==> config.mk <==
export PLATFORM = sky130hd
export DESIGN_NAME = if_id_skid
export DESIGN_NICKNAME = d
export VERILOG_FILES = /design/src/rtl/if_id_skid_pkg.sv /design/src/rtl/if_id_skid_slot.sv /design/src/rtl/if_id_skid.sv
export SDC_FILE = /design/constraint.sdc
export NUM_CORES = 1
export LEC_CHECK = 0
export BUFFER_PORTS_ARGS = -buffer_cell sky130_fd_sc_hd__buf_4
export CAP_MARGIN = 15
export CORE_ASPECT_RATIO = 0.6
export CORE_MARGIN = 2
export CORE_UTILIZATION = 53
export CTS_CLUSTER_DIAMETER = 100
export CTS_CLUSTER_SIZE = 24
export DETAILED_ROUTE_END_ITERATION = 10
export MAX_ROUTING_LAYER = met4
export PLACE_DENSITY = 0.79
export SLEW_MARGIN = 20
export SYNTH_ARGS = -nofsm -noshare
export SYNTH_HDL_FRONTEND = slang
export SYNTH_SLANG_ARGS = --single-unit
==> constraint.sdc <==
create_clock -name clk -period 1.8 [get_ports clk]
set_input_delay 0.18 -clock clk [delete_from_list [all_inputs] [get_ports clk]]
set_output_delay 0.18 -clock clk [all_outputs]
set_load 0.01 [all_outputs]
==> src/rtl/if_id_skid_pkg.sv <==
// Shared definitions for the IF/ID skid pipeline register (package pipe_pkg).
package pipe_pkg;
    localparam int          PC_W_DEF   = 32;
    localparam int          IS_W_DEF   = 32;
    localparam logic [31:0] NOP_IS_DEF = 32'h0000_0013;
    localparam int          PERF_W     = 32;

    typedef enum logic [1:0] {
        EMPTY = 2'd0,
        ONE   = 2'd1,
        TWO   = 2'd2
    } occ_e;
endpackage

==> src/rtl/if_id_skid_slot.sv <==
// pipe_slot: one valid+PC+instruction register. Clear wins over load and
// returns the payload to the bubble encoding.
module pipe_slot
    import pipe_pkg::*;
#(
    parameter int              PC_W   = PC_W_DEF,
    parameter int              IS_W   = IS_W_DEF,
    parameter logic [IS_W-1:0] NOP_IS = IS_W'(NOP_IS_DEF)
) (
    input  logic            clk,
    input  logic            rst,
    input  logic            load,
    input  logic            clear,
    input  logic [PC_W-1:0] d_pc,
    input  logic [IS_W-1:0] d_is,
    output logic            vld,
    output logic [PC_W-1:0] pc,
    output logic [IS_W-1:0] is_o
);
    logic            vld_q, vld_d;
    logic [PC_W-1:0] pc_q, pc_d;
    logic [IS_W-1:0] is_q, is_d;

    always_comb begin
        vld_d = vld_q;
        pc_d  = pc_q;
        is_d  = is_q;
        if (clear) begin
            vld_d = 1'b0;
            pc_d  = '0;
            is_d  = NOP_IS;
        end else if (load) begin
            vld_d = 1'b1;
            pc_d  = d_pc;
            is_d  = d_is;
        end
    end

    always_ff @(posedge clk or negedge rst) begin
        if (!rst) begin
            vld_q <= 1'b0;
            pc_q  <= '0;
            is_q  <= NOP_IS;
        end else begin
            vld_q <= vld_d;
            pc_q  <= pc_d;
            is_q  <= is_d;
        end
    end

    assign vld  = vld_q;
    assign pc   = pc_q;
    assign is_o = is_q;
endmodule

==> src/rtl/if_id_skid.sv <==
// IF/ID pipeline register with a 2-entry skid buffer and synchronous flush.
// Optional IF_ID_PERF_EN adds stall_cnt/flush_cnt performance counters.
module if_id_skid
    import pipe_pkg::*;
#(
    parameter int              PC_W   = PC_W_DEF,
    parameter int              IS_W   = IS_W_DEF,
    parameter logic [IS_W-1:0] NOP_IS = IS_W'(NOP_IS_DEF)
) (
    input  logic              clk,
    input  logic              rst,
    input  logic              flush,
    input  logic              in_valid,
    output logic              in_ready,
    input  logic [PC_W-1:0]   if_pc,
    input  logic [IS_W-1:0]   if_is,
    output logic              out_valid,
    input  logic              out_ready,
    output logic [PC_W-1:0]   id_pc,
    output logic [IS_W-1:0]   id_is
`ifdef IF_ID_PERF_EN
    ,
    output logic [PERF_W-1:0] stall_cnt,
    output logic [PERF_W-1:0] flush_cnt
`endif
);
    logic            main_vld, skid_vld;
    logic [PC_W-1:0] main_pc, skid_pc, main_d_pc;
    logic [IS_W-1:0] main_is, skid_is, main_d_is;
    logic            main_load, main_clr, main_from_skid, skid_load, skid_clr;
    logic            accept, consume, in_ready_q, in_ready_d;
    occ_e            occ, occ_d;

    // Occupancy is carried by the two slot valid bits; skid is only ever
    // filled while main is full.
    assign occ     = skid_vld ? TWO : (main_vld ? ONE : EMPTY);
    assign accept  = in_valid & in_ready_q;
    assign consume = main_vld & out_ready;

    always_comb begin
        occ_d          = occ;
        main_load      = 1'b0;
        main_clr       = 1'b0;
        main_from_skid = 1'b0;
        skid_load      = 1'b0;
        skid_clr       = 1'b0;
        if (flush) begin
            occ_d    = EMPTY;
            main_clr = 1'b1;
            skid_clr = 1'b1;
        end else begin
            case (occ)
                EMPTY: if (accept) begin
                    main_load = 1'b1;
                    occ_d     = ONE;
                end
                ONE: begin
                    if (accept && consume) begin
                        main_load = 1'b1;
                    end else if (consume) begin
                        main_clr = 1'b1;
                        occ_d    = EMPTY;
                    end else if (accept) begin
                        skid_load = 1'b1;
                        occ_d     = TWO;
                    end
                end
                TWO: if (consume) begin
                    main_load      = 1'b1;
                    main_from_skid = 1'b1;
                    skid_clr       = 1'b1;
                    occ_d          = ONE;
                end
                default: begin
                    main_clr = 1'b1;
                    skid_clr = 1'b1;
                    occ_d    = EMPTY;
                end
            endcase
        end
        // Ready looks only at next occupancy, so out_ready never reaches in_ready combinationally.
        in_ready_d = (occ_d != TWO);
    end

    assign main_d_pc = main_from_skid ? skid_pc : if_pc;
    assign main_d_is = main_from_skid ? skid_is : if_is;

    always_ff @(posedge clk or negedge rst) begin
        if (!rst) in_ready_q <= 1'b1;
        else      in_ready_q <= in_ready_d;
    end

    pipe_slot #(.PC_W(PC_W), .IS_W(IS_W), .NOP_IS(NOP_IS)) u_main (
        .clk(clk), .rst(rst), .load(main_load), .clear(main_clr),
        .d_pc(main_d_pc), .d_is(main_d_is),
        .vld(main_vld), .pc(main_pc), .is_o(main_is)
    );

    pipe_slot #(.PC_W(PC_W), .IS_W(IS_W), .NOP_IS(NOP_IS)) u_skid (
        .clk(clk), .rst(rst), .load(skid_load), .clear(skid_clr),
        .d_pc(if_pc), .d_is(if_is),
        .vld(skid_vld), .pc(skid_pc), .is_o(skid_is)
    );

    assign in_ready  = in_ready_q;
    assign out_valid = main_vld;
    assign id_pc     = main_pc;
    assign id_is     = main_is;

`ifdef IF_ID_PERF_EN
    logic [PERF_W-1:0] stall_cnt_q, stall_cnt_d, flush_cnt_q, flush_cnt_d;

    always_comb begin
        stall_cnt_d = stall_cnt_q + PERF_W'(in_valid & ~in_ready_q);
        flush_cnt_d = flush_cnt_q + PERF_W'(flush);
    end

    always_ff @(posedge clk or negedge rst) begin
        if (!rst) begin
            stall_cnt_q <= '0;
            flush_cnt_q <= '0;
        end else begin
            stall_cnt_q <= stall_cnt_d;
            flush_cnt_q <= flush_cnt_d;
        end
    end

    assign stall_cnt = stall_cnt_q;
    assign flush_cnt = flush_cnt_q;
`endif
endmodule

# == Word-level counts from Yosys, hierarchy flattened ==
# Cells that the tools add are included.
# Widths: inputs -> output; s select.
# classes
eq_ne,3
mux,39
bitwise,2
n_reduce_logical,6
# ops
cell,count
$mux 32,10
$mux 1,18
$mux 2,7
$pmux 2 s3,1
$pmux 1 s2,2
$reduce_bool 2->1,2
$reduce_or 2->1,2
$pmux 1 s3,1
$and 1x1->1,2
$eq 2x1->1 const B,1
$eq 2x2->1 const B,1
$logic_not 2->1,1
$ne 2x2->1 const B,1
$logic_and 1x1->1,1
# totals
wordCells,57
output_inout_bits,66
reg_bits,131
in_bits,69

# == Logic depth before layout (Yosys ltp) ==
# Gate-level depths: netlist of the first run.
# logic_depth
depth_word,8
ltp_mapped,6
ltp_nobuf,3

# == Cells and area by module ==
# From an unflattened synthesis of the first run, not the netlist that was laid out.
# hier_totals
hier_cells,503
area_unflattened_um2,6558.8
# modules_own_cells
mod,area_each_um2,cells_each,seq_area_each_um2,instances
pipe_slot,2688.8,210,1630.3,2
if_id_skid,1181.1,83,26.3,1

# == Least setup slack after synthesis of the first run ==
# OpenSTA, ideal clock, no wires.
# synth_timing
kind,register to register
startpoint,register u_main.vld_q (netlist: u_main.vld)
endpoint,register u_main.is_q[10] (netlist: u_main.is_o[10])
setup_slack_ps,341
setup_ps,78
path_stages_with_launch,6
t_required_ps,1722
n_path_buf,2
t_arrival_ps,1382
cell_sequence,dfrtp_1 buf_2 a21o_1 a31oi_1 buf_2 o2bb2ai_1
# synth_between
elab_chain_len,8
elab_cells_between_ends,21
cone_classes,2 x eq/ne; 14 x mux; 1 x bitwise; 4 x reduce/logical
# synth_lines
element,line_no,rtl
start: declaration,if_id_skid_slot.sv:20,"logic vld_q, vld_d;"
start signal: assignment,if_id_skid_slot.sv:45,vld_q <= vld_d;
$mux 1,if_id_skid.sv:36,assign occ = skid_vld ? TWO : (main_vld ? ONE : EMPTY);
$mux 2,if_id_skid.sv:36,
$eq 2x2->1,if_id_skid.sv:52,case (occ)
$mux 1,if_id_skid.sv:52,
$mux 1,if_id_skid.sv:47,if (flush) begin
$mux 32,if_id_skid.sv:86,assign main_d_is = main_from_skid ? skid_is : if_is;
$mux 32,if_id_skid_slot.sv:32,end else if (load) begin
$mux 32,if_id_skid_slot.sv:28,if (clear) begin
end signal: assignment,if_id_skid_slot.sv:47,is_q <= is_d;
end: declaration,if_id_skid_slot.sv:22,"logic [IS_W-1:0] is_q, is_d;"
# Parallel ways exist; a longest one is shown, timed or not. The select of a mux whose other input is x is not followed.
# A chain may end at the register's enable or synchronous reset.

# == Final worst setup path of the first run ==
# layout_timing
startpoint,register u_main.vld_q (netlist: u_main.vld)
endpoint,register u_main.pc_q[25] (netlist: u_main.pc[25])
# layout_between
elab_chain_len,8
elab_cells_between_ends,21
cone_classes,2 x eq/ne; 14 x mux; 1 x bitwise; 4 x reduce/logical
# layout_lines
element,line_no,rtl
$mux 1,if_id_skid.sv:36,
$mux 2,if_id_skid.sv:36,
$eq 2x2->1,if_id_skid.sv:52,
$mux 1,if_id_skid.sv:52,
$mux 1,if_id_skid.sv:47,
$mux 32,if_id_skid.sv:85,assign main_d_pc = main_from_skid ? skid_pc : if_pc;
$mux 32,if_id_skid_slot.sv:32,
$mux 32,if_id_skid_slot.sv:28,
end signal: assignment,if_id_skid_slot.sv:46,pc_q <= pc_d;
end: declaration,if_id_skid_slot.sv:21,"logic [PC_W-1:0] pc_q, pc_d;"
# Parallel ways exist; a longest one is shown, timed or not. The select of a mux whose other input is x is not followed.

==> results of run 1 <==
## state kept, by name, indices dropped and copies added (netlist names)
register and cells:
u_main.is_o 32, u_main.pc 32, u_skid.is_o 32, u_skid.pc 32, in_ready 1, u_main.vld 1, u_skid.vld 1
## kinds of logic after synthesis
family,count (synthesis)
buffers and inverters,41
multiplexers,64
AO/OA/AOI/OAI,137
AND/OR/NAND/NOR,16
flip-flops,131
## final timing paths
check	from	to	slack (ns)	cells after the start
max	u_main.vld$_DFFE_PN0P_	u_main.pc[25]$_DFFE_PN0P_	0.15	4
min	if_is[27]	u_skid.is_o[27]$_DFFE_PN0P_	0.01	2
max reg2reg	u_main.vld$_DFFE_PN0P_	u_main.pc[25]$_DFFE_PN0P_	0.15	4
min reg2reg	u_main.pc[26]$_DFFE_PN0P_	u_main.pc[26]$_DFFE_PN0P_	0.49	1
max in group asynchronous	rst	u_skid.pc[15]$_DFFE_PN0P_	0.93	3
min in group asynchronous	rst	u_skid.is_o[28]$_DFFE_PN0P_	0.24	2
## synthesized netlist by cell type (all sizes together)
master | number | area, sq um
dfrtp | 124 | 3100
a32o | 61 | 611
mux2i | 61 | 611
o2bb2ai | 61 | 534
buf | 34 | 175
dfstp | 7 | 184
clkbuf | 6 | 22.5
nor2 | 6 | 22.5
a2bb2oi | 3 | 26.3
and2 | 3 | 18.8
mux2 | 3 | 33.8
o22a | 3 | 26.3
a21o | 2 | 15.0
o21ai | 2 | 21.3
a21oi | 1 | 5.00
a31o | 1 | 8.76
a31oi | 1 | 6.26
and3 | 1 | 6.26
and3b | 1 | 8.76
and4bb | 1 | 12.5
inv | 1 | 3.75
nand2 | 1 | 3.75
nand2b | 1 | 6.26
nand4b | 1 | 8.76
nor3b | 1 | 7.51
o211ai | 1 | 12.5
o21a | 1 | 7.51
## metrics by stage
step	instances	hold WS, ns	total power [mW]	area [sq um]
after floorplan	389	-0.116	3.62	5500
after global routing	716	0.000941	8.27	7870
final	716	0.00966	7.98	7870
after global placement	634	0.132	4.14	6720
after detailed placement	634	0.141	4.16	6720
after CTS	715	0.0000527	8.02	7860
## layer usage
layer	up-vias	part of all wire, %	routed length (um)
met2	212	45	6910
met4	0	2.1	315
met5	-	0	0
met1	2265	45	6880
met3	33	7.5	1140
li1	1925	-	-
## critical path, stage by stage (launching register included)
cell and delay, ns:
dfrtp_1 0.55, nor2_1 0.19, a31oi_4 0.22, buf_4 0.38, o2bb2ai_1 0.20
## area by class of cell
cell class              count  area, sq um  share of cell area, %
well taps                 135          169                   2.15
flip-flops and latches    131         3290                   41.8
clock inverters            14          210                   2.67
multi-input cells         217         2040                   25.9
repair buffers            200         1720                   21.9
inverters                   1         3.75                 0.0477
clock buffers              18          439                   5.58
## power groups by stage
stage / sequential (mW) / combinational (mW) / clock [mW]
after floorplan: 3.31 / 0.319 / 0
after global placement: 3.27 / 0.869 / 0
after detailed placement: 3.27 / 0.891 / 0
after CTS: 3.23 / 0.985 / 3.80
after global routing: 3.25 / 1.06 / 3.96
final: 3.24 / 0.989 / 3.76
## cells in the final DEF (no fill, tap or decap), types with 2 or more instances in the layout
master,count
mux2_2,3
clkinv_4,2
bufinv_16,5
o2bb2ai_1,61
mux2i_1,61
buf_12,8
a32o_1,61
dfstp_2,7
a2bb2oi_1,3
a21o_1,2
o22a_1,3
dfrtp_1,124
and2_1,2
clkinvlp_4,3
dlygate4sd3_1,49
nor2_1,6
clkbuf_16,17
clkinv_2,4
buf_4,143
## timing repair
| action | CTS | global route |
|---|---|---|
| resized for setup | 0 | 0 |
| hold buffers | 49 | 0 |
| endpoints found under the hold margin | 71 | 0 |
| endpoints found under the setup margin | 0 | 19 |
| setup buffers | 0 | 1 |
==> impl_metrics.ini, run 1 <==
[yosys]
synth_compound_area_share_pct = 23.2
syn_inst = 389
syn_area_sq_um = 5500
synth_seq_area_share_pct = 59.7
synth_xor_area_share_pct = 0
synth_warnings = 0
avgSynthCellArea_sq_um = 14.1
synthMuxAreaShare_pct = 11.7
synth-simple-area-share_pct = 1.73
synth_nets = 458
synth.distinct_cells = 29
synth_top_family_by_area = compound AO/OA/AOI/OAI gates
synthAdderAreaFrac_pct = 0
synth_seq_cells = 131

[sta]
hold_viol_final = 0
tns_ns = 0
max_freq_mhz = 607
setup_viol = 0
finalWorstSetupSlack_ns = 0.153
slew_headroom_pct = 67.0
worst_pin_slew_ns = 0.495
finalClockSkew_ns = 0.00684
finalCriticalPeriod_ns = 1.65
period_share_pct = 91.5
slew_viol_final = 0
rsz0062_at_grt = false

[global_routing]
gr-usage-met3_pct = 7.14
grt.total_usage_pct = 29.5
use_met2_pct = 42.4
grt_util_met1_pct = 41.1
grt_max_degree = 57
antenna_found_initial = 0
gr-total-overflow = 0
grt_pass1_vias = 4638
busiest_layer = met2
grt_pass1_wl_um = 24900

[detailed_routing]
via_per_inst = 6.19
drtPass1Iterations = 4
routedWlPerCell_um = 21.3
wirelength_um = 15200
num_vias = 4435
route.detailed.drc = 0
ant_nets = 0
drt_iter0_markers = 374

[placed_design]
dp_hpwl_um = 8960
portBuffers = 134
gp_congestion = 0.800
place_ws_ns = 0.106

[die]
initial_utilization_pct = 55.1
coreArea_sq_um = 9980
dieArea_sq_um = 11200
die_y_um = 82.9
io_pins = 135
rows = 28
dieWidth_um = 136

[power_and_ir_drop]
sw_frac_of_total_pct = 23.7
ir_drop_v = 0.000774
p_comb_share_pct = 12.4
p_leak_nw = 4.03
pwr-share-seq_pct = 40.5
pwr_density_cell_nw_per_um2 = 1010
clkPwrFrac_pct = 47.1
intPower_mw = 6.09
p_switching_mw = 1.89

[clock_tree]
cts_tree = done
htree_levels = 4
clock_sinks = 131
cts-root-buf = clkbuf_16
clockBufferDepth = 2
cts_buffers = 17
clkTransAtPathRegs_ns = 0.06
clk_latency_ns = 0.42

[final_layout]
post-route-util_pct = 78.8
num-fill-cells = 587
nets = 637
drive_above_1_share_pct = 34.3
n_antenna_cell = 0
area_growth_pct = 43.1

[hold_path]
hold_path_class = input pin to flop

[worst_setup_path]
crit_type = flop to flop
required_ns = 2.12
start_kind = flop
worstPathArrival_ns = 1.96
endpoint_kind = flop
path_max_fanout = 29

[flow_run]
maxCapViolCount = 0

[outcome]
status = completed
Note: power is estimated with default switching activity, not from simulation.
==> run 2: changes to the inputs <==
--- a/config.mk
+++ b/config.mk
@@ -5,16 +5,17 @@
 export SDC_FILE = /design/constraint.sdc
 export NUM_CORES = 1
 export LEC_CHECK = 0
+export ABC_AREA = 1
 export BUFFER_PORTS_ARGS = -buffer_cell sky130_fd_sc_hd__buf_4
 export CAP_MARGIN = 15
 export CORE_ASPECT_RATIO = 0.6
 export CORE_MARGIN = 2
-export CORE_UTILIZATION = 53
+export CORE_UTILIZATION = 54
 export CTS_CLUSTER_DIAMETER = 100
 export CTS_CLUSTER_SIZE = 24
 export DETAILED_ROUTE_END_ITERATION = 10
 export MAX_ROUTING_LAYER = met4
-export PLACE_DENSITY = 0.79
+export PLACE_DENSITY = 0.8
 export SLEW_MARGIN = 20
 export SYNTH_ARGS = -nofsm -noshare
 export SYNTH_HDL_FRONTEND = slang
==> run 2 against run 1 <==
  * Fmax rose by 0.79%
  * Area after synthesis up 6.8%
  * Register-to-register slack hardly changed
  * Clock skew grew 0.0049 ns
  * Non-clock buffer count is 11 lower
  * Clock power is essentially flat
  * Via count is 20% higher
  * Power increased by 4.1%
  * Final cell count increased by 45%
  * Wire length down 2.0%
  * Critical path type unchanged
  * Largest power group unchanged
==> impl_metrics.ini, run 2 <==
[detailed_routing]
routedWlPerCell_um = 14.4
route.detailed.drc = 0
drtPass1Iterations = 5
via_per_inst = 5.13
num_vias = 5305
drt_iter0_markers = 374
ant_nets = 0
wirelength_um = 14900

[final_layout]
post-route-util_pct = 75.6
nets = 952
area_growth_pct = 36.3
final_common_cell = nand2_1
final_area_sq_um = 8010
n_antenna_cell = 0
drive_above_1_share_pct = 22.4
layout.cells.non_filler = 1035
final_cell_mix = nand2_1 (314), buf_4 (141), dfrtp_1 (124)

[worst_setup_path]
cpPeakStageDelay_ns = 0.42
start_kind = flop
required_ns = 2.15
worstPathArrival_ns = 1.99
path_max_fanout = 52
endpoint_kind = flop
crit_slowest_cell = dfrtp_1
path_buf_inv = 1
crit_type = flop to flop
worstPathCellList = nand2_2, nor2_4, nand2_4, buf_12, o21ai_0, nand2_1, nand2_1
cpMostUsedCell = nand2_1
critPathTopFamily = simple AND/OR/NAND/NOR gates

[sta]
worst_hold_slack_ns = 0.0103
setup_viol = 0
worst_pin_slew_ns = 0.608
rsz0062_at_grt = false
slew_viol_final = 0
tns_ns = 0
hold_viol_final = 0
period_share_pct = 90.8
finalCriticalPeriod_ns = 1.63
finalClockSkew_ns = 0.0117
slew_headroom_pct = 59.5
max_freq_mhz = 612

[power_and_ir_drop]
pwr_density_cell_nw_per_um2 = 1040
p_leak_nw = 4.17
ir_drop_v = 0.000803

[yosys]
syn_area_sq_um = 5870
synth.most_common_cell = nand2_1
async_reset_ff_share_pct = 100
syn_inst = 713
synth_top_area_share_pct = 52.8
ys.flop_type = dfrtp_1
synth_warnings = 0
yosysTopAreaCell = dfrtp_1
avgSynthCellArea_sq_um = 8.24
synth_seq_cells = 131
synth.distinct_cells = 21
synth-edff-count = 0
synth_seq_area_share_pct = 56.0
synth_nets = 782
synthTopCellsByArea = dfrtp_1 (53%), nand2_1 (20%), o21ai_0 (7.5%)
synth_top_cells_by_count = nand2_1 (314), dfrtp_1 (124), o21ai_0 (88)

[global_routing]
grt_pass1_vias = 5154
grt_max_degree = 53
gr-total-overflow = 0
grt.total_usage_pct = 27.8
grt_pass1_wl_um = 25200
antenna_found_initial = 0

[die]
coreArea_sq_um = 10600
io_pins = 135
dieArea_sq_um = 11800
initial_utilization_pct = 55.4
rows = 29
dieWidth_um = 139
die_y_um = 84.8

[clock_tree]
clk_latency_ns = 0.42
htree_levels = 4
clkTransAtPathRegs_ns = 0.06
cts_tree = done
clockBufferDepth = 2
cts-root-buf = clkbuf_16
cts_resized = 0
clock_sinks = 131
cts_buffers = 17

[placed_design]
portBuffers = 134
gp_congestion = 0.841
place_area_sq_um = 6960
dp_hpwl_um = 9480
place_inst = 964

[outcome]
status = completed

[hold_path]
hold_path_class = input pin to flop

[flow_run]
maxCapViolCount = 0
==> run 2: cell families after synthesis <==
group / share of synthesized area (%)
simple gates: 23.0
flops: 56.0
compound gates: 10.7
buf+inv: 10.3
==> run 2: path summary, 6_finish.rpt <==
| check | from | endpoint | slack (ns) | cells after the start |
|---|---|---|---|---|
| max in group asynchronous | rst | u_main.is_o[0]$_DFFE_PN1P_ | 0.84 | 3 |
| worst max register to register | u_main.vld$_DFFE_PN0P_ | u_main.pc[30]$_DFFE_PN0P_ | 0.17 | 7 |
| worst max-delay path | u_main.vld$_DFFE_PN0P_ | u_main.pc[30]$_DFFE_PN0P_ | 0.17 | 7 |
| worst min register to register | u_main.is_o[28]$_DFFE_PN0P_ | u_main.is_o[28]$_DFFE_PN0P_ | 0.47 | 2 |
| worst min-delay path | if_pc[9] | u_skid.pc[9]$_DFFE_PN0P_ | 0.01 | 3 |
| min in group asynchronous | rst | u_main.pc[27]$_DFFE_PN0P_ | 0.32 | 2 |
==> run 2: metrics by stage <==
stage               setup slack, ns  total power [mW]
global placement              0.277              4.46
detailed placement            0.240              4.51
finish                        0.166              8.30
global route                 0.0280              8.66
CTS                           0.205              8.33
floorplan                     0.420              3.93
==> run 2: power by group <==
part	total [mW]	switching [mW]	internal [mW]
Combinational	1.22	0.662	0.555
Sequential	3.33	0.130	3.20
Clock	3.76	1.29	2.47
==> run 2: layout make-up <==
class / instances / area, sq um
Clock buffer: 21 / 480
Clock inverter: 11 / 173
Fill cell: 725 / 2590
Inverter: 75 / 282
Multi-Input combinational cell: 469 / 1980
Sequential cell: 131 / 3290
Tap cell: 139 / 174
Timing Repair Buffer: 189 / 1630
==> run 2: timing repair <==
action | 4_1_cts | 5_1_grt
buffers inserted | 0 | 0
endpoints found under the hold margin | 77 | 0
hold buffers | 39 | 0
==> run 2: worst register-to-register path, cell delays in order (launching register included) <==
cell and delay, ns:
dfrtp_1 0.42, nand2_2 0.13, nor2_4 0.17, nand2_4 0.21, buf_12 0.25, o21ai_0 0.24
nand2_1 0.08, nand2_1 0.07
==> run 2: metal layers <==
| layer | vias up | global-route usage (%) | part of all wire, % |
|---|---|---|---|
| met5 | - | - | 0 |
| met4 | 0 | 9.55 | 1.4 |
| met3 | 22 | 5.19 | 6.8 |
| met2 | 221 | 43.1 | 47 |
| met1 | 2524 | 37.5 | 45 |
| li1 | 2538 | - | - |
==> run 3: changes to the inputs <==
--- a/config.mk
+++ b/config.mk
@@ -15,8 +15,9 @@
 export CTS_CLUSTER_SIZE = 24
 export DETAILED_ROUTE_END_ITERATION = 10
 export MAX_ROUTING_LAYER = met4
-export PLACE_DENSITY = 0.8
+export PLACE_DENSITY = 0.77
 export SLEW_MARGIN = 20
 export SYNTH_ARGS = -nofsm -noshare
 export SYNTH_HDL_FRONTEND = slang
 export SYNTH_SLANG_ARGS = --single-unit
+export TNS_END_PERCENT = 30
==> run 3 against run 2 <==
  * Die area did not move
  * Register-to-register slack barely moved
  * Clock skew fell by 0.0045 ns
  * Non-clock buffer count fell by 16
  * Clock-buffer cell count did not move
  * Final cell count fell by 1.6%
  * Clock power fell by 16%
  * Fmax fell by 0.72%
  * Critical path type unchanged
  * Largest cell class unchanged
==> impl_metrics.ini, run 3 (same netlist as run 2, synthesis figures left out) <==
[final_layout]
final-seq-area_sq_um = 3290
num-fill-cells = 782
layout.cells.non_filler = 1018
nets = 936
area_growth_pct = 31.2
multi_input_area_sq_um = 1980
final_cell_mix = nand2_1 (314), buf_4 (141), dfrtp_1 (124)
final_common_cell = nand2_1
post-route-util_pct = 72.8
n_antenna_cell = 0
drive_above_1_share_pct = 22.3

[die]
dieWidth_um = 139
dieArea_sq_um = 11800
io_pins = 135
die_y_um = 84.8
coreArea_sq_um = 10600
initial_utilization_pct = 55.4
rows = 29

[detailed_routing]
ant_nets = 0
drtPass1Iterations = 5
via_per_inst = 5.15
wirelength_um = 15100
routedWlPerCell_um = 14.8
route.detailed.drc = 0
num_vias = 5238
drt_iter0_markers = 459

[sta]
tns_ns = 0
worst_pin_slew_ns = 0.522
finalClockSkew_ns = 0.00721
period_share_pct = 91.4
finalCriticalPeriod_ns = 1.65
hold_viol_final = 0
setup_viol = 0
slew_viol_final = 0
max_freq_mhz = 608
worst_hold_slack_ns = 0.00948
rsz0062_at_grt = false
slew_headroom_pct = 65.2

[global_routing]
grt_pass1_wl_um = 25100
grt_max_degree = 71
gr-total-overflow = 0
grt_pass1_vias = 5030
antenna_found_initial = 0
grt.total_usage_pct = 27.9

[worst_setup_path]
reg2reg_to = u_skid.pc[23]$_DFFE_PN0P_
crit_slowest_cell = dfstp_2
required_ns = 2.06
worstPathArrival_ns = 1.91
r2r_slack_ns = 0.15
r2r_start = in_ready$_DFF_PN1_
crit_type = flop to flop
path_max_fanout = 64
worstPathCellList = nand2_1, nor2_1, nand3_2, nand2_2, buf_12, o21ai_0
rr_worst_depth = 6
cpPeakStageDelay_ns = 0.53
start_kind = flop
crit_start = in_ready$_DFF_PN1_
endpoint_kind = flop
endpoint = u_skid.pc[23]$_DFFE_PN0P_

[placed_design]
gp_congestion = 0.865
dp_hpwl_um = 9770
place_inst = 962
portBuffers = 134

[clock_tree]
htree_levels = 4
cts-root-buf = clkbuf_16
cts_buffers = 17
clk_latency_ns = 0.41
clock_sinks = 131
cts_tree = done
clkTransAtPathRegs_ns = 0.06
clockBufferDepth = 2

[outcome]
status = completed

[power_and_ir_drop]
p_total_mw = 7.69
pwr_density_cell_nw_per_um2 = 997
ir_drop_v = 0.000738
p_leak_nw = 4.05

[hold_path]
hold_path_class = input pin to flop

[flow_run]
maxCapViolCount = 0
==> run 3: worst min-delay path by stage <==
| stage | from | endpoint | slack, ns | depth (start not counted) |
|---|---|---|---|---|
| after detailed placement | rst | u_main.pc[26]$_DFFE_PN0P_ | 0.16 | 1 |
| after floorplan | rst | u_main.is_o[10]$_DFFE_PN0P_ | -0.12 | 0 |
| after CTS | if_is[14] | u_skid.is_o[14]$_DFFE_PN0P_ | 0.00003 | 3 |
| after global placement | rst | u_main.pc[26]$_DFFE_PN0P_ | 0.15 | 1 |
| final | if_pc[27] | u_skid.pc[27]$_DFFE_PN0P_ | 0.009 | 3 |
| after global routing | if_pc[5] | u_skid.pc[5]$_DFFE_PN0P_ | 0.005 | 3 |
==> run 3: per-layer routing <==
layer | GRT usage, % | vias up | share of wire [%] | wire length, um
li1 | - | 2502 | - | -
met1 | 38.7 | 2511 | 46 | 6860
met2 | 41.4 | 208 | 46 | 6930
met3 | 6.96 | 17 | 7.6 | 1140
met4 | 8.17 | 0 | 0.94 | 142
met5 | - | - | 0 | 0
==> run 3: area by class of cell <==
cell class | count | share of cell area [%]
flip-flops and latches | 131 | 42.6
multi-input cells | 469 | 25.7
repair buffers | 173 | 18.7
inverters | 75 | 3.65
clock buffers | 21 | 5.97
clock inverters | 10 | 1.10
well taps | 139 | 2.26
==> run 3: what timing repair did <==
| action | in CTS | in global routing |
|---|---|---|
| hold buffers | 24 | 1 |
| setup endpoints to repair | 0 | 3 |
| endpoints found under the hold margin | 50 | 1 |
| resized for setup | 0 | 1 |
| setup buffers | 0 | 0 |
==> run 3: stage by stage <==
| stage | instance area, sq um | setup WS [ns] |
|---|---|---|
| 2_1_floorplan | 5870 | 0.420 |
| 3_3_place_gp | 6910 | 0.245 |
| 3_5_place_dp | 6910 | 0.186 |
| 4_1_cts | 7700 | 0.125 |
| 5_1_grt | 7710 | 0.0151 |
| 6_report | 7710 | 0.154 |
==> run 3: worst max-delay path: cells and delay by family (launching register included) <==
family / cells / cell delay, ns
flops: 1 / 0.53
buf+inv: 1 / 0.27
compound gates: 1 / 0.17
simple gates: 4 / 0.52
==> run 3: power breakdown <==
part           leakage (nW)  switching [mW]  internal [mW]
sequential             1.76           0.132           3.20
clock                 0.272            1.22           1.95
combinational          2.02           0.662          0.528
total                  4.05            2.01           5.68
